<file path="config.mk">
export PLATFORM = sky130hd
export DESIGN_NAME = pin_entry_tx
export DESIGN_NICKNAME = d
export VERILOG_FILES = /design/src/rtl/pin_entry_tx.sv
export SDC_FILE = /design/constraint.sdc
export NUM_CORES = 1
export LEC_CHECK = 0
export BUFFER_PORTS_ARGS = -buffer_cell sky130_fd_sc_hd__buf_2
export CAP_MARGIN = 0
export CORE_ASPECT_RATIO = 2
export CORE_MARGIN = 4
export CORE_UTILIZATION = 40
export CTS_BUF_LIST = sky130_fd_sc_hd__clkbuf_2
export DETAILED_ROUTE_END_ITERATION = 16
export HOLD_SLACK_MARGIN = 0.06
export PLACE_DENSITY_LB_ADDON = 0.08
export SYNTH_ARGS = -nofsm -noshare
export SYNTH_HDL_FRONTEND = slang
export SYNTH_SLANG_ARGS = --single-unit
</file>
<file path="constraint.sdc">
create_clock -name clk -period 1.7 [get_ports clk]
set_input_delay 0.34 -clock clk [delete_from_list [all_inputs] [get_ports clk]]
set_output_delay 0.34 -clock clk [all_outputs]
set_load 0.005 [all_outputs]
</file>
<file path="src/rtl/pin_entry_tx.sv">
// pin_entry_tx: serialises a stored PIN into 2-bit digit + submit strobes,
// waits for the checker's verdict, counts consecutive failures and locks out
// after MAX_TRIES failed attempts until unlock is asserted.
module pin_entry_tx #(
  parameter int NUM_DIGITS  = 4,
  parameter int GAP         = 4,
  parameter int RES_TIMEOUT = 64,
  parameter int MAX_TRIES   = 3
) (
  input  logic                    clk,
  input  logic                    reset,
  input  logic                    start,
  input  logic [2*NUM_DIGITS-1:0] pin,
  input  logic                    unlock,
  input  logic                    correct,
  input  logic                    incorrect,
  output logic [1:0]              digit,
  output logic                    submit,
  output logic                    busy,
  output logic                    pass,
  output logic                    fail,
  output logic                    timeout,
  output logic                    locked,
  output logic [2:0]              tries
);

  localparam int PW = 2*NUM_DIGITS;
  localparam int IW = (NUM_DIGITS > 1) ? $clog2(NUM_DIGITS) : 1;
  localparam int TW = $clog2(RES_TIMEOUT) + 1;

  // Terminal values of the hold counter, digit index and result timer
  localparam logic [3:0]    GLAST = 4'(GAP - 2);
  localparam logic [IW-1:0] ILAST = IW'(NUM_DIGITS - 1);
  localparam logic [TW-1:0] TLAST = TW'(RES_TIMEOUT - 1);
  localparam logic [2:0]    MAXT  = 3'(MAX_TRIES);

  typedef enum logic [2:0] {
    IDLE     = 3'd0,
    SEND     = 3'd1,
    HOLD     = 3'd2,
    WAIT_RES = 3'd3,
    LOCKED   = 3'd4
  } state_t;

  state_t        state;
  logic [PW-1:0] shreg;   // digits not yet presented, next one at the MSBs
  logic [IW-1:0] idx;
  logic [3:0]    gcnt;
  logic [TW-1:0] timer;
  logic [2:0]    tries_inc;

  // A same-cycle unlock clears the count before a failure is added to it
  assign tries_inc = (unlock ? 3'd0 : tries) + 3'd1;

  // Protocol FSM; every output is a register updated here
  always_ff @(posedge clk or negedge reset) begin
    if (!reset) begin
      state   <= IDLE;
      shreg   <= '0;
      idx     <= '0;
      gcnt    <= '0;
      timer   <= '0;
      digit   <= 2'd0;
      submit  <= 1'b0;
      busy    <= 1'b0;
      pass    <= 1'b0;
      fail    <= 1'b0;
      timeout <= 1'b0;
      locked  <= 1'b0;
      tries   <= 3'd0;
    end else begin
      submit  <= 1'b0;
      pass    <= 1'b0;
      fail    <= 1'b0;
      timeout <= 1'b0;
      if (unlock) tries <= 3'd0;
      case (state)
        IDLE: begin
          digit <= 2'd0;
          if (start) begin
            digit  <= pin[PW-1 -: 2];
            shreg  <= pin << 2;
            submit <= 1'b1;
            busy   <= 1'b1;
            idx    <= '0;
            state  <= SEND;
          end
        end
        SEND: begin
          gcnt  <= 4'd0;
          state <= HOLD;
        end
        HOLD: begin
          if (gcnt == GLAST) begin
            if (idx != ILAST) begin
              idx    <= idx + 1'b1;
              digit  <= shreg[PW-1 -: 2];
              shreg  <= shreg << 2;
              submit <= 1'b1;
              state  <= SEND;
            end else begin
              digit <= 2'd0;
              timer <= '0;
              state <= WAIT_RES;
            end
          end else begin
            gcnt <= gcnt + 1'b1;
          end
        end
        WAIT_RES: begin
          timer <= timer + 1'b1;
          if (correct) begin
            pass  <= 1'b1;
            tries <= 3'd0;
            busy  <= 1'b0;
            state <= IDLE;
          end else if (incorrect || timer == TLAST) begin
            fail    <= 1'b1;
            timeout <= !incorrect;
            tries   <= tries_inc;
            busy    <= 1'b0;
            if (tries_inc == MAXT) begin
              locked <= 1'b1;
              state  <= LOCKED;
            end else begin
              state <= IDLE;
            end
          end
        end
        LOCKED: begin
          digit <= 2'd0;
          if (unlock) begin
            locked <= 1'b0;
            state  <= IDLE;
          end
        end
        default: begin
          digit  <= 2'd0;
          busy   <= 1'b0;
          locked <= 1'b0;
          state  <= IDLE;
        end
      endcase
    end
  end

endmodule

</file>
==> results by group <==
Run status
  – Status: complete, no violations

Clocking
  – Clk sink count: 33
  – CTS H-tree depth: 2
  – Clock latency at the later pin of the worst-skew pair: 0.38 ns
  – Clk slew on worst S/H paths: 0.19 ns
  – Root Driver: clkbuf_2
  – TritonCTS Buffers: 5
  – TritonCTS clock tree: yes
  – Clock buffer depth: 2

Detailed routing
  – DR iter-0 viols: 23
  – Routed WL: 3.87 mm
  – DR vias/cell: 5.45
  – First-pass DRT Iterations: 4
  – Antenna-violating nets left: 0
  – DRC Markers: 0
  – DR vias: 1418
  – Routed len/inst: 14.9 um

Final layout
  – Nets: 227
  – Area delta synth->final: 17.3%
  – Number of diodes: 0
  – Final core utilization: 49.2%
  – Non-Filler Instances: 260
  – Fin area: 2050 um^2
  – Layout cells sized above 1: 27.9%

Timing
  – Final Skew: 0.0182 ns
  – Final Cycle Share: 97.9%
  – Setup TNS: 0 ns
  – Shortest period the worst path allows: 1.66 ns
  – Relative slew slack: 69.8%
  – Slew @ Worst Pin: 0.453 ns
  – FMAX: 601 MHz
  – Hold Fails Final Rpt: 0
  – Slew Viols, Final: 0
  – Hold Slack: 0.140 ns
  – Number of setup violations in the final report: 0
  – RSZ-0062 raised after global routing: no

Floorplan
  – Vert. Die Dim: 101 um
  – Initial core utilization: 41.9%
  – Die Wd: 54.7 um
  – I/O pins: 25
  – Core Footprint: 4170 um^2
  – # rows: 33
  – Die area: 5560 um^2

Power
  – Switch Pwr: 0.00113 W
  – Power density over the cells: 1370 nW/um^2
  – Clk pwr share: 13.6%
  – Sequential share of power: 44.9%
  – Leak: 0.986 nW
  – Sw frac: 39.9%
  – Peak supply drop: 0.000732 V
  – Comb pwr share: 41.5%
  – Cell-internal power: 0.00169 W

Worst setup path
  – Worst path bufs/invs: 0
  – Setup crit start kind: register
  – CP max FO: 4
  – Max stage delay on crit path: 0.44 ns
  – Setup crit end kind: register
  – Crit Path Category: reg2reg
  – R2R Setup Slk: 0.04 ns
  – Worst path arrival time: 1.95 ns
  – FF-to-FF Start: timer[0]$_DFFE_PN0P_
  – CP startpoint: timer[0]$_DFFE_PN0P_
  – Crit path required time: 1.99 ns
  – Cell family with most CP delay: compound AO/OA/AOI/OAI gates
  – CP max stage cell: dfrtp_1
  – Worst-path cell chain: ha_1 > and4_1 > a21oi_1 > nor3_1 > a32o_1

Synth
  – Synthesized area: 1750 um^2
  – Mapped Cells: 168
  – Yosys synthesis warning count: 0
  – Post-synth EDFFs: 0
  – Synth area leaders: dfrtp_1 47%, o21ai_0 5.2%, ha_1 4.3%
  – Sequential-to-total area share from yosys stat: 47.2%
  – FF+latch count, synth: 33
  – Ys flop type: dfrtp_1
  – Synth top area share: 47.2%
  – Post-Syn Nets: 188
  – Area leader, netlist: dfrtp_1
  – Yosys cell types: 44
  – Fraction of registers with async set/reset: 100%
  – Syn avg cell area: 10.4 um^2

GRT
  – Initial antenna violation count: 0
  – Largest net degree at the start of global routing: 18
  – Total GRT Usage: 15.6%
  – Global-route wire length before repair: 6.28 mm
  – Overflow left after global routing: 0
  – Number of global-route vias before repair: 1413

Place
  – Post-DP Area: 1990 um^2
  – Port bufs: 24
  – RD Place Congestion: 0.788
  – Dpl cells: 250
  – Post-DP HPWL: 2.96 mm

Run
  – Max Cap Violations: 0

Worst hold path
  – Worst Hold Class: in2reg
  – HP Start: incorrect
layout make-up:
| cell class | instances | area, um^2 |
|---|---|---|
| Fill cell | 405 | 2120 |
| Multi-Input combinational cell | 123 | 848 |
| Sequential cell | 33 | 828 |
| Timing Repair Buffer | 39 | 248 |
| Tap cell | 52 | 65.1 |
| Clock buffer | 5 | 25.0 |
| Inverter | 5 | 18.8 |
| Clock inverter | 3 | 17.5 |
layout by cell type (no fill, tap or decap), types with 2 or more instances in the layout:
cell type  Yosys  routed
nor3b_4        2       2
nor2_1         8       8
dfrtp_1       33      31
o21ai_0       18      18
nor4b_4        2       2
nor4b_1        2       2
nand3_1        2       2
clkinv_2       0       2
nor2b_1        2       2
buf_4          1      13
nand2_1       19      19
nor3_1         7       7
and3_1         2       2
buf_2          2      24
a211oi_2       2       2
mux2i_1        7       7
nand3b_1       2       2
nand2b_1       3       3
clkbuf_2       0       5
a31oi_1        2       2
a21oi_1        9       9
a22oi_1        2       2
ha_1           6       6
inv_1          5       5
dfrtp_2        0       2
xor2_1         5       5
nand4_1        3       3
through the flow:
step                setup WS, ns  total power (W)
detailed placement        0.0774          0.00244
global placement           0.114          0.00238
CTS                       0.0290          0.00283
global route             0.00202          0.00306
finish                    0.0365          0.00282
floorplan                  0.146          0.00206
repair_timing:
action	in CTS	in global routing
endpoints found under the hold margin	16	0
setup buffers	0	1
endpoints found under the setup margin	0	6
hold buffers	1	0
resized for setup	0	2
worst reg2reg max path, delay by kind of cell (launching register included):
| family | cells | cell delay, ns |
|---|---|---|
| flops | 1 | 0.44 |
| compound gates | 2 | 0.55 |
| simple gates | 2 | 0.37 |
| fa+ha+maj | 1 | 0.24 |
power groups by stage:
stage	registers (W)	clock network (W)	logic (W)
detailed placement	0.00128	0	0.00116
finish	0.00127	0.000384	0.00117
CTS	0.00127	0.000400	0.00117
floorplan	0.00118	0	0.000887
global placement	0.00126	0	0.00112
global route	0.00130	0.000440	0.00132
path summary, 6_finish.rpt:
check / to / cells past startpoint
min reg2reg: shreg[5]$_DFFE_PN0P_ / 2
max in group asynchronous: timeout$_DFF_PN0_ / 3
min in group asynchronous: shreg[7]$_DFFE_PN0P_ / 2
max reg2reg: locked$_DFFE_PN0P_ / 5
min: timeout$_DFF_PN0_ / 2
max: locked$_DFFE_PN0P_ / 5
synth_stat cells, types with 2 or more instances:
cell,number
a21oi_1,9
a211oi_2,2
a31oi_1,2
xor2_1,5
nor3_1,7
buf_2,2
nor2_1,8
nand3_1,2
mux2i_1,7
nand2_1,19
ha_1,6
nor2b_1,2
nor3b_4,2
a22oi_1,2
nand4_1,3
inv_1,5
dfrtp_1,33
nor4b_4,2
nand3b_1,2
nor4b_1,2
nand2b_1,3
o21ai_0,18
buf_6,3
and3_1,2
state kept, by name (all words and copies together), names as in the netlist:
signal   cells
state        3
submit       1
tries        3
timeout      1
timer        7
idx          2
digit        2
busy         1
fail         1
gcnt         4
pass         1
locked       1
shreg        6
cells by family after synthesis:
group	Yosys count	share of synthesized area (%)
buf+inv	12	4.22
simple gates	60	21.1
compound gates	44	16.0
xor+xnor	5	2.51
mux	7	4.01
fa+ha+maj	7	4.87
flops	33	47.2
routing by layer:
layer	global-route usage [%]	wire [um]	vias up
li1	-	-	684
met1	16.0	1500	693
met2	27.4	2110	32
met3	3.68	136	9
met4	8.64	124	0
met5	0	0	-
No activity file was read; power rests on OpenSTA's default activity.
